==> src/rtl/mii_tx_framer_if.sv <==
// Byte-lane packet stream into the MII transmit framer.
// The master is the MAC frame source and the slave is the framer.
interface mii_tx_framer_if #(
  parameter int LANES = 8
) ();
  logic [8*LANES-1:0] i_tdata;
  logic [LANES-1:0]   i_tkeep;
  logic               i_tvalid;
  logic               i_tlast;
  logic               i_terr;
  logic               o_tready;

  modport master (
    output i_tdata, i_tkeep, i_tvalid, i_tlast, i_terr,
    input  o_tready
  );

  modport slave (
    input  i_tdata, i_tkeep, i_tvalid, i_tlast, i_terr,
    output o_tready
  );
endinterface

==> src/rtl/mii_tx_framer.sv <==
// mii_tx_framer: turns a byte-lane packet stream into a continuous wide MII
// data/control word stream. It inserts /S/ + preamble + SFD, zero-pads short
// frames, places /T/, enforces an inter-frame gap and marks corrupted beats.
module mii_tx_framer #(
  parameter int LANES     = 8,
  parameter int MIN_FRAME = 60,
  parameter int IFG_WORDS = 1
) (
  input  logic               clk,
  input  logic               i_rst_n,
  mii_tx_framer_if.slave     s_in,
  output logic [8*LANES-1:0] o_mii_data,
  output logic [LANES-1:0]   o_mii_ctrl,
  output logic               o_tx_active,
  output logic               o_frame_done
);
  localparam int DW        = 8 * LANES;
  localparam int PRE_WORDS = 8 / LANES;

  localparam logic [7:0]       CH_IDLE    = 8'h07;
  localparam logic [7:0]       CH_TERM    = 8'hFD;
  localparam logic [7:0]       CH_ERR     = 8'hFE;
  localparam logic [63:0]      PRE_SEQ    = 64'hD5555555555555FB;
  localparam logic [DW-1:0]    IDLE_WORD  = {LANES{CH_IDLE}};
  localparam logic [DW-1:0]    ERR_WORD   = {LANES{CH_ERR}};
  localparam logic [LANES-1:0] CTRL_START = {{(LANES-1){1'b0}}, 1'b1};
  localparam logic [1:0]       PRE_LAST   = 2'(PRE_WORDS - 1);
  localparam logic [3:0]       IFG_LAST   = 4'(IFG_WORDS - 1);
  localparam logic [4:0]       LANES5     = 5'(LANES);
  localparam logic [15:0]      LANES16    = 16'(LANES);
  localparam logic [15:0]      MIN16      = 16'(MIN_FRAME);

  typedef enum logic [2:0] {ST_IDLE, ST_PRE, ST_DATA, ST_PAD, ST_IFG} state_t;

  // With no gap configured the word after /T/ comes straight from IDLE.
  localparam state_t AFTER_TERM = (IFG_WORDS == 0) ? ST_IDLE : ST_IFG;

  state_t             state_q, state_d;
  logic [1:0]         pre_cnt_q, pre_cnt_d;
  logic [3:0]         ifg_cnt_q, ifg_cnt_d;
  logic [15:0]        byte_cnt_q, byte_cnt_d;
  logic [DW-1:0]      mii_data_q, mii_data_d;
  logic [LANES-1:0]   mii_ctrl_q, mii_ctrl_d;
  logic               tx_active_q, tx_active_d;
  logic               frame_done_q, frame_done_d;

  logic               tready;
  logic [4:0]         keep_cnt;
  logic [DW-1:0]      lane_src;
  logic [4:0]         live_lanes;
  logic [4:0]         term_pos;
  logic               build;
  logic               corrupt;
  logic [16:0]        total;
  logic [15:0]        rem;

  function automatic logic [4:0] popcount(input logic [LANES-1:0] v);
    logic [4:0] c;
    c = '0;
    for (int k = 0; k < LANES; k++) c = c + {4'd0, v[k]};
    return c;
  endfunction

  function automatic logic [15:0] sat16(input logic [16:0] v);
    return v[16] ? 16'hFFFF : v[15:0];
  endfunction

  assign keep_cnt      = popcount(s_in.i_tkeep);
  assign s_in.o_tready = tready;
  assign o_mii_data    = mii_data_q;
  assign o_mii_ctrl    = mii_ctrl_q;
  assign o_tx_active   = tx_active_q;
  assign o_frame_done  = frame_done_q;

  // Next-state logic and the next registered MII word; data, pad and /T/
  // words share one lane builder driven by term_pos and live_lanes.
  always_comb begin
    state_d      = state_q;
    pre_cnt_d    = pre_cnt_q;
    ifg_cnt_d    = ifg_cnt_q;
    byte_cnt_d   = byte_cnt_q;
    mii_data_d   = IDLE_WORD;
    mii_ctrl_d   = '1;
    tx_active_d  = 1'b0;
    frame_done_d = 1'b0;
    tready       = 1'b0;
    lane_src     = '0;
    live_lanes   = '0;
    term_pos     = LANES5;
    build        = 1'b0;
    corrupt      = 1'b0;
    total        = {1'b0, byte_cnt_q} + {12'd0, keep_cnt};
    rem          = (byte_cnt_q >= MIN16) ? 16'd0 : (MIN16 - byte_cnt_q);

    case (state_q)
      ST_IDLE: begin
        if (s_in.i_tvalid) begin
          state_d   = ST_PRE;
          pre_cnt_d = '0;
        end
      end
      ST_PRE: begin
        mii_data_d  = PRE_SEQ[DW*int'(pre_cnt_q) +: DW];
        mii_ctrl_d  = (pre_cnt_q == 2'd0) ? CTRL_START : '0;
        tx_active_d = 1'b1;
        if (pre_cnt_q == PRE_LAST) begin
          state_d    = ST_DATA;
          pre_cnt_d  = '0;
          byte_cnt_d = '0;
        end else begin
          pre_cnt_d = pre_cnt_q + 2'd1;
        end
      end
      ST_DATA: begin
        tready      = 1'b1;
        tx_active_d = 1'b1;
        if (s_in.i_tvalid) begin
          build      = 1'b1;
          lane_src   = s_in.i_tdata;
          live_lanes = keep_cnt;
          corrupt    = s_in.i_terr;
          if (!s_in.i_tlast) begin
            byte_cnt_d = sat16(total);
          end else if (total >= {1'b0, MIN16}) begin
            byte_cnt_d = sat16(total);
            if (keep_cnt < LANES5) begin
              term_pos     = keep_cnt;
              frame_done_d = 1'b1;
              ifg_cnt_d    = '0;
              state_d      = AFTER_TERM;
            end else begin
              state_d = ST_PAD;
            end
          end else begin
            byte_cnt_d = sat16({1'b0, byte_cnt_q} + {1'b0, LANES16});
            state_d    = ST_PAD;
          end
        end else begin
          // A source underrun mid-frame cannot be hidden, so it is marked /E/.
          mii_data_d = ERR_WORD;
        end
      end
      ST_PAD: begin
        tx_active_d = 1'b1;
        build       = 1'b1;
        if (rem < LANES16) begin
          term_pos     = rem[4:0];
          frame_done_d = 1'b1;
          ifg_cnt_d    = '0;
          state_d      = AFTER_TERM;
        end else begin
          byte_cnt_d = sat16({1'b0, byte_cnt_q} + {1'b0, LANES16});
        end
      end
      ST_IFG: begin
        if (ifg_cnt_q == IFG_LAST) begin
          ifg_cnt_d = '0;
          pre_cnt_d = '0;
          state_d   = s_in.i_tvalid ? ST_PRE : ST_IDLE;
        end else begin
          ifg_cnt_d = ifg_cnt_q + 4'd1;
        end
      end
      default: state_d = ST_IDLE;
    endcase

    if (build) begin
      for (int k = 0; k < LANES; k++) begin
        if (5'(k) < term_pos) begin
          mii_data_d[8*k +: 8] = (5'(k) < live_lanes) ? lane_src[8*k +: 8] : 8'h00;
          mii_ctrl_d[k]        = 1'b0;
        end else if (5'(k) == term_pos) begin
          mii_data_d[8*k +: 8] = CH_TERM;
          mii_ctrl_d[k]        = 1'b1;
        end else begin
          mii_data_d[8*k +: 8] = CH_IDLE;
          mii_ctrl_d[k]        = 1'b1;
        end
      end
      if (corrupt) begin
        for (int k = 0; k < LANES; k++) begin
          if (!mii_ctrl_d[k]) begin
            mii_data_d[8*k +: 8] = CH_ERR;
            mii_ctrl_d[k]        = 1'b1;
          end
        end
      end
    end
  end

  // State, counters and the registered MII outputs; reset forces idle at once.
  always_ff @(posedge clk or negedge i_rst_n) begin
    if (!i_rst_n) begin
      state_q      <= ST_IDLE;
      pre_cnt_q    <= '0;
      ifg_cnt_q    <= '0;
      byte_cnt_q   <= '0;
      mii_data_q   <= IDLE_WORD;
      mii_ctrl_q   <= '1;
      tx_active_q  <= 1'b0;
      frame_done_q <= 1'b0;
    end else begin
      state_q      <= state_d;
      pre_cnt_q    <= pre_cnt_d;
      ifg_cnt_q    <= ifg_cnt_d;
      byte_cnt_q   <= byte_cnt_d;
      mii_data_q   <= mii_data_d;
      mii_ctrl_q   <= mii_ctrl_d;
      tx_active_q  <= tx_active_d;
      frame_done_q <= frame_done_d;
    end
  end
endmodule

==> src/flat_wrapper.sv <==
// flat-port wrapper written by rule: the top's interface ports become plain ports
module mii_tx_framer_flat 
#(
  parameter int LANES     = 8,
  parameter int MIN_FRAME = 60,
  parameter int IFG_WORDS = 1
)
  (clk, i_rst_n, o_mii_data, o_mii_ctrl, o_tx_active, o_frame_done, s_in_i_tdata, s_in_i_tkeep, s_in_i_tvalid, s_in_i_tlast, s_in_i_terr, s_in_o_tready);
  mii_tx_framer_if #(.LANES(LANES)) s_in_i ();
  input  logic clk;
  input  logic i_rst_n;
  output logic [8*LANES-1:0] o_mii_data;
  output logic [LANES-1:0] o_mii_ctrl;
  output logic o_tx_active;
  output logic o_frame_done;
  input wire logic [$bits(s_in_i.i_tdata)-1:0] s_in_i_tdata;
  input wire logic [$bits(s_in_i.i_tkeep)-1:0] s_in_i_tkeep;
  input wire logic [$bits(s_in_i.i_tvalid)-1:0] s_in_i_tvalid;
  input wire logic [$bits(s_in_i.i_tlast)-1:0] s_in_i_tlast;
  input wire logic [$bits(s_in_i.i_terr)-1:0] s_in_i_terr;
  output wire logic [$bits(s_in_i.o_tready)-1:0] s_in_o_tready;
  assign s_in_i.i_tdata = s_in_i_tdata;
  assign s_in_i.i_tkeep = s_in_i_tkeep;
  assign s_in_i.i_tvalid = s_in_i_tvalid;
  assign s_in_i.i_tlast = s_in_i_tlast;
  assign s_in_i.i_terr = s_in_i_terr;
  assign s_in_o_tready = s_in_i.o_tready;
  mii_tx_framer #(.LANES(LANES), .MIN_FRAME(MIN_FRAME), .IFG_WORDS(IFG_WORDS)) u_core (.clk(clk), .i_rst_n(i_rst_n), .s_in(s_in_i), .o_mii_data(o_mii_data), .o_mii_ctrl(o_mii_ctrl), .o_tx_active(o_tx_active), .o_frame_done(o_frame_done));
endmodule
==> config.mk <==
export PLATFORM = sky130hd
export DESIGN_NAME = mii_tx_framer_flat
export DESIGN_NICKNAME = d
export VERILOG_FILES = /design/src/rtl/mii_tx_framer_if.sv /design/src/rtl/mii_tx_framer.sv /design/src/flat_wrapper.sv
export SDC_FILE = /design/constraint.sdc
export NUM_CORES = 1
export LEC_CHECK = 0
export CAP_MARGIN = 30
export CORE_AREA = 5 5 100 149
export CTS_BUF_LIST = sky130_fd_sc_hd__clkbuf_8 sky130_fd_sc_hd__clkbuf_16
export CTS_CLUSTER_DIAMETER = 40
export DETAILED_ROUTE_END_ITERATION = 10
export DIE_AREA = 0 0 105 154
export MAX_ROUTING_LAYER = met4
export PLACE_DENSITY = 0.82
export SYNTH_ARGS = -nofsm -noshare
export SYNTH_HDL_FRONTEND = slang
export SYNTH_SLANG_ARGS = --single-unit
==> constraint.sdc <==
create_clock -name clk -period 3.3 [get_ports clk]
set_clock_uncertainty 0.2 [all_clocks]
set_input_delay 0.66 -clock clk [delete_from_list [all_inputs] [get_ports clk]]
set_output_delay 0.66 -clock clk [all_outputs]
set_load 0.01 [all_outputs]
==> results of run 1 <==
routing by layer:
metal	track usage	share of wire	vias up
li1	-	-	3035
met1	0.3402	0.31	3658
met2	0.5808	0.48	801
met3	0.07341	0.11	313
met4	0.2578	0.11	0
met5	-	0	-
cell usage after synthesis (4+ instances only):
library cell	number
and3_1	9
a211o_1	5
nor2_1	48
xor2_1	7
nor2b_1	8
nand2_1	77
ha_1	13
nand4_1	10
clkbuf_1	21
a22o_1	10
o21a_1	5
o21ai_1	7
dfrtp_1	67
buf_2	7
dfstp_2	32
or3_1	4
nand2b_1	6
a211oi_1	9
nand3_1	30
a21o_1	16
a2111oi_0	4
inv_1	27
o21ai_0	39
a21oi_1	44
o211ai_1	10
a31oi_1	16
nor3_1	12
xnor2_1	5
and2_1	11
fa_1	5
worst paths after layout:
check | startpoint | endpoint | slack, ps | cells past startpoint
worst max-delay path | s_in_i_tkeep[0] | u_core.o_mii_data[23] | -2510 | 22
worst min-delay path | i_rst_n | u_core.o_mii_data[22] | 90 | 1
worst max register to register | u_core.byte_cnt_q[0] | u_core.o_mii_data[23] | -650 | 15
worst min register to register | u_core.ifg_cnt_q[2] | u_core.ifg_cnt_q[2] | 360 | 1
max in group asynchronous | i_rst_n | u_core.o_mii_ctrl[6] | 2090 | 2
min in group clk | u_core.ifg_cnt_q[2] | u_core.ifg_cnt_q[2] | 360 | 1
cell type report:
cell class / count / area share
Tap cell: 162 / 0.01966
Inverter: 27 / 0.01056
Sequential cell: 99 / 0.2441
Clock inverter: 7 / 0.006552
Multi-Input combinational cell: 494 / 0.3891
Clock buffer: 9 / 0.02184
Timing Repair Buffer: 341 / 0.3082
critical path: stages:
cell      delay, ps
buf_6           100
ha_4            260
inv_2            40
fa_1            550
fa_1            440
fa_2            390
fa_2            600
inv_2            70
fa_2            370
buf_4           150
xnor2_2         150
or3b_4          390
o32ai_4         220
buf_4           160
nor4_4           30
buf_6           130
o21a_4          230
buf_6           140
nor4_4          340
buf_4           200
nor2_1           50
a211oi_1        200
state kept, by name (all words and copies together), names as in the netlist:
signal / flops
u_core.o_mii_data: 64
u_core.byte_cnt_q: 16
u_core.o_mii_ctrl: 8
u_core.ifg_cnt_q: 4
u_core.state_q: 3
u_core.pre_cnt_q: 2
u_core.o_frame_done: 1
u_core.o_tx_active: 1
repair_timing:
action                                  4_1_cts  5_1_grt
resized for setup                           138       84
gates cloned                                  2        0
setup buffers                                21       20
pin swaps                                    52       35
endpoints found under the setup margin       96       96
power breakdown:
group | switching [mW] | internal, mW | total, mW | leakage, nW
clock network | 0.590 | 0.534 | 1.12 | 0.145
registers | 0.295 | 1.83 | 2.13 | 1.22
logic | 4.05 | 3.39 | 7.44 | 3.11
total | 4.93 | 5.76 | 10.7 | 4.47
stage by stage:
stage / instances / setup TNS [ps] / worst slack [ps] / util / hold WS, ps
2_1_floorplan: 651 / -214040 / -2394 / - / 164.4
3_3_place_gp: 1083 / -287090 / -3125 / 0.6579 / 285.8
3_5_place_dp: 1083 / -294410 / -3219 / 0.6579 / 298.1
4_1_cts: 1121 / -203730 / -2256 / 0.7311 / 112.1
5_1_grt: 1139 / -237940 / -2668 / 0.7694 / 120.4
6_report: 1139 / -221210 / -2513 / 0.7694 / 94.21
placed cells by master (no fill, tap or decap), types with 11 or more instances in the layout:
master           instances
nand3_1                 22
o21ai_0                 15
buf_4                  139
a21oi_1                 29
buf_6                   48
inv_1                   21
nand2_1                 60
o21ai_1                 21
nand2_2                 11
a21o_1                  15
nor2_1                  42
a21oi_2                 11
a31oi_1                 11
dfrtp_1                 67
dfstp_2                 32
ha_1                    11
clkdlybuf4s50_1        146
cells by family (layout without fill, tap and decap cells):
family / count (synthesis) / after routing / share of synthesized area
compound gates: 214 / 214 / 0.2520
xor+xnor: 12 / 12 / 0.01774
fa+ha+maj: 18 / 18 / 0.04436
buf+inv: 59 / 384 / 0.03950
flops: 99 / 99 / 0.4250
mux: 3 / 3 / 0.005070
simple gates: 246 / 247 / 0.2163
==> key figures, run 1 <==
Status
  • Failing checks: negative setup slack
  • Status: complete, but fails checks

STA
  • Final period util: 1.761
  • Achievable Freq: 172.0 MHz
  • Worst slew margin: 0.3055
  • Crit path setup slack, layout: -2513 ps
  • Slew Viols, Final: 0
  • Minimum clock period: just under 6000 ps
  • Fin. Hold Viols: 0
  • Final Setup Violations: 96
  • Unrepaired setup endpoints after global routing: true
  • Worst-margin pin slew: a little over 1000 ps

Worst setup path
  • Worst-path maximum fanout: 4
  • Arrival time at the worst endpoint: 5880 ps
  • Setup crit end kind: register
  • Startpoint types: input port
  • Crit path kind: input port to register
  • Data required, critical path: roughly 3400 ps

Routing
  • Via Count: 7,807
  • Routed wire per std cell: roughly 28 µm
  • Total Wirelength: 32,460 µm
  • DR pass1 iterations: 8
  • Drt drc: 0
  • Antenna Nets Post-Route: 0
  • Initial DRC count: between 800 and 900
  • Via/cell ratio: approximately 7

Logic synthesis
  • Register area share after synthesis: 0.4250
  • Number of synthesized flops with an enable pin: 0
  • Synth cell types: 86
  • Synthesized flop and latch total: between 90 and 100
  • Syn Area/Cell: 9.099 µm²
  • Post-synth top area cell: dfrtp_1
  • Cell Area, Synth: approximately 0.006 mm²
  • Yosys warnings: 0
  • Top FF cell, synth: dfrtp_1
  • Async set-or-reset flop fraction in the synthesized netlist: 1.000
  • Share of the synthesized area in the top cell type: 0.2831
  • Syn nets: approximately 750
  • Top post-synthesis cells by area: dfrtp_1 (28%), dfstp_2 (14%), nand2_1 (4.9%), a21oi_1 (3.7%), o21ai_0 (3.3%)
  • Synthesized instance count: ~650

Run
  • Maximum capacitance violations: 0

Place
  • GPL Wtd Cong: 0.9615
  • Placed instance area: 0.008817 mm²
  • PortBufs: 151
  • Final HPWL DP: 18,260 µm

Final layout
  • Ant diodes: 0
  • Design area: around 0.010 mm²
  • Share of cells above drive strength 1: 0.3961
  • Final nets: roughly 1,100
  • Number of fill cells: 725
  • Multi-input gate area: between 0.004 and 0.005 mm²
  • Syn-to-layout area delta: 74.10%
  • FF/Latch Area: between 0.002 and 0.003 mm²

Die
  • Total die area: around 0.016 mm²
  • Chip height: approximately 150 µm
  • Initial Utilization: 0.4419
  • Top Ports: around 150
  • Die width: ~110 µm
  • Core area: between 0.01 and 0.015 mm²
  • Site Rows: 52

Clock tree
  • CTS root buf: clkbuf_16
  • H-tree levels: 3
  • Clock sink count: 99
  • Hold Buf Count CTS: 0
  • Clock-pin slew on the worst setup and hold paths: approximately 80 ps
  • Worst-skew pair later-pin latency: 370 ps
  • CTS Buf Count: 9
  • Clock Tree Buf Depth: 2
  • TritonCTS clock tree: built

Power and ir drop
  • Pwr/cell area: around 1000 mW/mm²
  • Leakage: between 4 and 5 nW
  • Max VDD drop: roughly 0.00056 V
  • Tot Pwr: around 11 mW

Global routing
  • GRT Total Usage: 0.3429
  • First-pass GRT wire length: between 40,000 and 50,000 µm
  • Largest net degree at the start of global routing: 45
  • Grt ovf: 0
  • Vias in the first global route: 7,619
  • Initial antenna violation count: 0

Worst hold path
  • Min-delay worst type: input port to async pin
Note: power is estimated with default switching activity, not from simulation.
==> run 2, diff against run 1 <==
Settings changed: CORE_AREA 5 5 100 149 to 5 5 95 142, DIE_AREA 0 0 105 154 to 0 0 100 147, DONT_BUFFER_PORTS from default to 1, PLACE_DENSITY 0.82 to 0.67.
==> run 2 against run 1 <==
  * The flow still finishes with violations (negative setup slack)
  * Register-to-register slack improved by 300 ps
  * Maximum frequency rose by 6.6%
  * Setup slack improved by 360 ps
  * Worst hold slack got worse by 60 ps
  * Count of clock-buffer cells in the layout did not move
  * Global-route usage fell by 2.4 points
  * Non-clock buffer count fell by 188
  * Wire length fell by 25%
  * Via count fell by 19%
  * Critical path type unchanged
==> key figures, run 2 (same netlist as run 1, synthesis figures left out) <==
STA
  • Worst slew margin: 0.2293 (-0.07616)
  • Achievable Freq: 183.4 MHz (+6.6%)
  • Final Setup Violations: 96 (unchanged)
  • Unrepaired setup endpoints after global routing: true
  • Minimum clock period: 5452 ps (-360.4 ps)
  • Fin. Hold Viols: 0 (unchanged)
  • Final period util: 1.652 (-0.1092)
  • Hold WS: 34.27 ps (-59.94 ps)
  • Slew Viols, Final: 0 (unchanged)
  • Post-route setup TNS: -195,790 ps (+25,410 ps)
  • Crit path setup slack, layout: -2152 ps (+360.4 ps)
  • Worst-margin pin slew: 1153 ps (+114.8 ps)

Run
  • Maximum capacitance violations: 0 (unchanged)

Routing
  • Drt drc: 0 (unchanged)
  • Via Count: 6,327 (-19%)
  • Routed wire per std cell: 25.71 µm (-9.8%)
  • DR pass1 iterations: 7 (-1)
  • Via/cell ratio: 6.688 (-2.4%)
  • Total Wirelength: 24,320 µm (-25%)
  • Antenna Nets Post-Route: 0 (unchanged)
  • Initial DRC count: 459 (-48%)

Worst setup path
  • Arrival time at the worst endpoint: 5530 ps (-350 ps)
  • Worst path buffer plus inverter count: 6 (-2)
  • Worst-path maximum fanout: 6 (+2)
  • CP max-delay cell: fa_2
  • Setup crit end kind: register
  • CP top delay family: adder cells
  • Critical Path Most Common Cell: fa_2
  • Startpoint types: input port
  • Worst path max stage delay: 560 ps (-40 ps)
  • Data required, critical path: 3380 ps (about the same)
  • Crit path kind: input port to register
  • Worst-path cell chain: ha_4 > inv_2 > fa_1 > fa_1 > fa_2 > fa_2 > inv_2 > fa_2 > a21o_1 > a21o_1 > nand4_1 > mux2i_2 > buf_4 > nor4_4 > buf_4 > buf_6 > o21ai_4 > buf_12 > nand3_4 > and3_4 > o21ai_2

Die
  • Chip height: 147 µm (-4.5%)
  • Die width: 100 µm (-4.8%)
  • Site Rows: 50 (-3.8%)
  • Top Ports: 152 (unchanged)
  • Total die area: 0.01470 mm² (-9.1%)
  • Core area: 0.01220 mm² (-9.0%)
  • Initial Utilization: 0.4855 (+0.04360)

Place
  • Cell Count Post-Placement: 895 (-17%)
  • PortBufs: 0 (-100%)
  • GPL Wtd Cong: 0.9454 (-1.7%)
  • Final HPWL DP: 16,830 µm (-7.8%)
  • Setup WS pre-CTS: -2842 ps (+376.7 ps)
  • Placed instance area: 0.007068 mm² (-20%)

Final layout
  • Share of cells above drive strength 1: 0.4329 (+0.03680)
  • Most frequent cells in the layout: buf_4 (106), dfrtp_1 (67), nand2_1 (63)
  • Syn-to-layout area delta: 44.09%
  • Commonest non-fill, non-tap cell in the layout: buf_4
  • Finished Layout Cells: 946 (-17%)
  • Final nets: 880 (-18%)
  • Max reg flops: 64 (unchanged)
  • Design area: 0.008534 mm² (-17%)
  • Ant diodes: 0 (unchanged)

Status
  • Status: complete, but fails checks
  • Failing checks: negative setup slack

Power and ir drop
  • Power Internal: 5.023 mW (-13%)
  • Sw Pwr: 4.301 mW (-13%)
  • Sequential share of power: 0.250 (+0.051)
  • Switching part of the total: 0.4613 (about the same)
  • Comb pwr share: 0.628 (-0.068)
  • Clock share of power: 0.123 (+0.018)
  • Leakage: 3.661 nW (-18%)
  • Pwr/cell area: 1093 mW/mm² (+5.4%)
  • Max VDD drop: 0.0004938 V (-12%)

Clock tree
  • CTS root buf: clkbuf_16
  • Clock Tree Buf Depth: 2 (unchanged)
  • Clock sink count: 99 (unchanged)
  • Worst-skew pair later-pin latency: 350 ps (-20 ps)
  • Clock-pin slew on the worst setup and hold paths: 80 ps (about the same)
  • TritonCTS clock tree: built
  • CTS Buf Count: 9 (unchanged)
  • H-tree levels: 3 (unchanged)

Global routing
  • Largest net degree at the start of global routing: 100 (+120%)
  • Initial antenna violation count: 0 (unchanged)
  • Grt ovf: 0 (unchanged)
  • First-pass GRT wire length: 35,330 µm (-17%)
  • Vias in the first global route: 6,527 (-14%)
  • GRT Total Usage: 0.3187 (-0.02423)

Worst hold path
  • Min-delay worst type: input port to async pin
run 2: cell count changes in the layout (fill, tap and decap cells not counted), sizes merged:
| cell | change |
|---|---|
| buf | -40 |
| bufinv | +1 |
| clkinv | -1 |
| dlygate4sd2 | -2 |
| nor3 | +1 |
| clkdlybuf4s50 | -146 |
run 2: repair_timing:
item,CTS,global route
pin swaps,75,39
hold endpoints to repair,99,0
setup endpoints to repair,96,96
hold buffers,1,0
setup buffers,25,13
gates cloned,1,1
resized for setup,148,50
run 2: area by class of cell:
type,instances,area [µm²]
fillers,844,3665
multi-input cells,495,4009
clock buffers,9,225.2
clock inverters,7,92.59
repair buffers,153,1389
flip-flops and latches,99,2517
inverters,27,106.4
well taps,156,195.2
run 2: power groups by stage:
stage          logic (mW)  clock network (mW)  registers [mW]
2_1_floorplan        2.49                   0            2.23
3_3_place_gp         3.92                   0            2.33
3_5_place_dp         4.03                   0            2.36
4_1_cts              5.15                1.14            2.33
5_1_grt              6.12                1.20            2.37
6_report             5.85                1.14            2.33
run 2: metal layers:
layer / up-vias / wire length [µm] / part of all wire / global-route usage
met5: - / 0 / 0 / -
met1: 3078 / 7526 / 0.31 / 0.2975
li1: 2667 / - / - / -
met2: 416 / 12930 / 0.53 / 0.5846
met4: 0 / 2013 / 0.083 / 0.2043
met3: 166 / 1853 / 0.076 / 0.05416
run 2: worst register-to-register path: stages (launching register included):
cell and delay (ps):
dfrtp_1 520, inv_1 100, ha_1 210, nor2b_1 210, nor2_1 70, or4_4 490, or3_1 400, nor4_2 300
buf_4 180, a22oi_4 90, buf_6 160, o211ai_4 290, buf_6 180, a31oi_4 80
run 2: stage by stage:
stage	utilization	total power [mW]
floorplan	-	4.718
global placement	0.5794	6.249
detailed placement	0.5794	6.380
CTS	0.6757	8.628
global route	0.6996	9.690
finish	0.6996	9.324
run 2: final timing paths:
path	start	endpoint	slack, ps	depth (start not counted)
max in group asynchronous	i_rst_n	u_core.o_mii_data[17]	2450	1
setup reg to reg	u_core.byte_cnt_q[1]	u_core.o_mii_data[22]	-350	13
hold reg to reg	u_core.pre_cnt_q[0]	u_core.pre_cnt_q[0]	320	1
setup / recovery	s_in_i_tkeep[1]	u_core.o_mii_data[38]	-2150	21
min in group clk	s_in_i_tdata[4]	u_core.o_mii_data[4]	230	1
hold / removal	i_rst_n	u_core.o_mii_data[43]	30	1
==> run 3, diff against run 2 <==
Settings changed: CAP_MARGIN 30 to default.
==> run 3 against run 2 <==
  * The run still ends with negative setup slack left
  * Via count rose by 0.70%
  * Global-route usage is the same
  * Die area is the same
  * Sequential share of layout area shrank 0.065 points
  * Critical endpoint is now u_core.o_mii_data[47]
  * Highest routed layer unchanged
==> key figures, run 3 (same netlist as run 1, synthesis figures left out) <==
Status
  • Status: complete, but fails checks
  • Failing checks: negative setup slack

STA
  • Worst-margin pin slew: 1155 ps (+2.255 ps)
  • Crit path setup slack, layout: -2182 ps (-29.29 ps)
  • Unrepaired setup endpoints after global routing: true
  • Minimum clock period: 5482 ps (+29.29 ps)
  • Achievable Freq: 182.4 MHz (-0.53%)
  • Hold WS: 28.53 ps (-5.738 ps)
  • Slew Viols, Final: 0 (unchanged)
  • Worst slew margin: 0.2271 (-0.002195)
  • Fin. Hold Viols: 0 (unchanged)
  • Final period util: 1.661 (+0.008876)
  • Final Setup Violations: 96 (unchanged)

Worst setup path
  • Crit path kind: input port to register
  • Arrival time at the worst endpoint: 5550 ps (+20 ps)
  • Setup crit start: s_in_i_tkeep[1]
  • Worst path max stage delay: 560 ps (about the same)
  • Worst-path maximum fanout: 6 (unchanged)
  • Worst r2r src: u_core.byte_cnt_q[0]
  • Setup crit end kind: register
  • Worst-path cell chain: ha_4 > inv_2 > fa_1 > fa_1 > fa_2 > fa_2 > inv_2 > fa_2 > a21o_1 > a21o_1 > nand4_1 > mux2i_2 > buf_4 > nor4_4 > buf_4 > o21ai_4 > buf_6 > a21o_4 > buf_12 > nand2_8 > o211ai_1
  • Data required, critical path: 3360 ps (-20 ps)
  • CP max-delay cell: fa_2
  • Startpoint types: input port
  • Critical Path Most Common Cell: fa_2

Final layout
  • Finished Core Util: 0.7011 (+0.001538)
  • Most frequent cells in the layout: buf_4 (104), dfrtp_1 (67), nand2_1 (62)
  • Share of cells above drive strength 1: 0.4342 (+0.001266)
  • Max reg flops: 64 (unchanged)
  • Commonest non-fill, non-tap cell in the layout: buf_4
  • Final nets: 880 (unchanged)
  • Ant diodes: 0 (unchanged)
  • Syn-to-layout area delta: 44.40%
  • Finished Layout Cells: 946 (unchanged)

Routing
  • Metal2 WL: 12,940 µm (+0.12%)
  • Met3 wire len: 1878 µm (+1.3%)
  • Met1 WL: 7579 µm (+0.70%)
  • Drt drc: 0 (unchanged)
  • Antenna Nets Post-Route: 0 (unchanged)
  • Uppermost routed layer: met4
  • Via Count: 6,371 (+0.70%)
  • DR pass1 iterations: 9 (+2)
  • Via/cell ratio: 6.735 (+0.70%)
  • Initial DRC count: 431 (-6.1%)
  • Total Wirelength: 24,490 µm (+0.69%)
  • Routed wire per std cell: 25.89 µm (+0.69%)

Place
  • Cell Count Post-Placement: 895 (unchanged)
  • PortBufs: 0 (unchanged)
  • Final HPWL DP: 16,830 µm (unchanged)
  • Setup WS pre-CTS: -2842 ps (unchanged)
  • GPL Wtd Cong: 0.9454 (unchanged)

Die
  • Top Ports: 152 (unchanged)
  • Die width: 100 µm (unchanged)
  • Chip height: 147 µm (unchanged)
  • Core area: 0.01220 mm² (unchanged)
  • Initial Utilization: 0.4855 (unchanged)
  • Site Rows: 50 (unchanged)
  • Total die area: 0.01470 mm² (unchanged)

Clock tree
  • Worst-skew pair later-pin latency: 350 ps (about the same)
  • Clock-pin slew on the worst setup and hold paths: 80 ps (about the same)
  • CTS Buf Count: 9 (unchanged)
  • CTS root buf: clkbuf_16
  • TritonCTS clock tree: built
  • Clock sink count: 99 (unchanged)
  • H-tree levels: 3 (unchanged)
  • Clock Tree Buf Depth: 2 (unchanged)

Power and ir drop
  • Max VDD drop: 0.0004963 V (+0.51%)
  • Pwr/cell area: 1097 mW/mm² (+0.38%)
  • Leakage: 3.668 nW (+0.18%)

Global routing
  • First-pass GRT wire length: 35,330 µm (unchanged)
  • Largest net degree at the start of global routing: 100 (unchanged)
  • Initial antenna violation count: 0 (unchanged)
  • GRT Total Usage: 0.3187 (unchanged)
  • Vias in the first global route: 6,527 (unchanged)
  • Grt ovf: 0 (unchanged)

Run
  • Maximum capacitance violations: 0 (unchanged)

Worst hold path
  • Min-delay worst type: input port to async pin
[run 3: cell count changes in the layout (fill, tap and decap cells not counted)]
cell	delta
nand2_1	-1
buf_4	-2
buf_6	+1
buf_12	+1
nand2_2	+1
[run 3: final timing paths]
kind	to	slack (ps)	cells past startpoint
worst max-delay path	u_core.o_mii_data[47]	-2180	21
worst min-delay path	u_core.o_mii_data[46]	30	1
worst max register to register	u_core.o_mii_data[47]	-360	15
worst min register to register	u_core.pre_cnt_q[0]	330	1
max in group asynchronous	u_core.o_mii_data[8]	2450	1
min in group clk	u_core.o_mii_data[4]	230	1
[run 3: report_power, final]
part	total, mW	internal (mW)	switching (mW)	leakage, nW
Clock	1.15	0.611	0.538	0.156
Combinational	5.90	2.58	3.32	2.29
Sequential	2.33	1.85	0.482	1.22
[run 3: worst max-delay path: cells and delay by family]
| family | cells | cell delay [ps] |
|---|---|---|
| fa+ha+maj | 6 | 2420 |
| mux | 1 | 330 |
| buf+inv | 6 | 720 |
| compound gates | 5 | 1110 |
| simple gates | 3 | 300 |
[run 3: metrics by stage]
step           setup TNS, ps  cell area (µm²)  total power [mW]
2_1_floorplan        -214040             6077             4.718
3_3_place_gp         -248740             7068             6.249
3_5_place_dp         -254140             7068             6.380
4_1_cts              -192200             8243             8.628
5_1_grt              -205480             8553             9.725
6_report             -196080             8553             9.380
[run 3: what timing repair did]
item / CTS / global route
gates cloned: 1 / 1
hold buffers: 1 / 0
resized for setup: 148 / 52
buffers inserted: 25 / 14
hold endpoints to repair: 99 / 0
pin swaps: 75 / 38
setup endpoints to repair: 96 / 96
[run 3: cell type report]
cell class	count	area, µm²
well taps	156	195.2
clock inverters	7	92.59
fillers	828	3646
repair buffers	153	1405
inverters	27	106.4
clock buffers	9	225.2
multi-input cells	495	4011
flip-flops and latches	99	2517
[run 3: metal layers]
layer  GRT usage  vias to the layer above
li1            -                     2676
met1      0.2975                     3110
met2      0.5846                      420
met3     0.05416                      165
met4      0.2043                        0
met5           -                        -
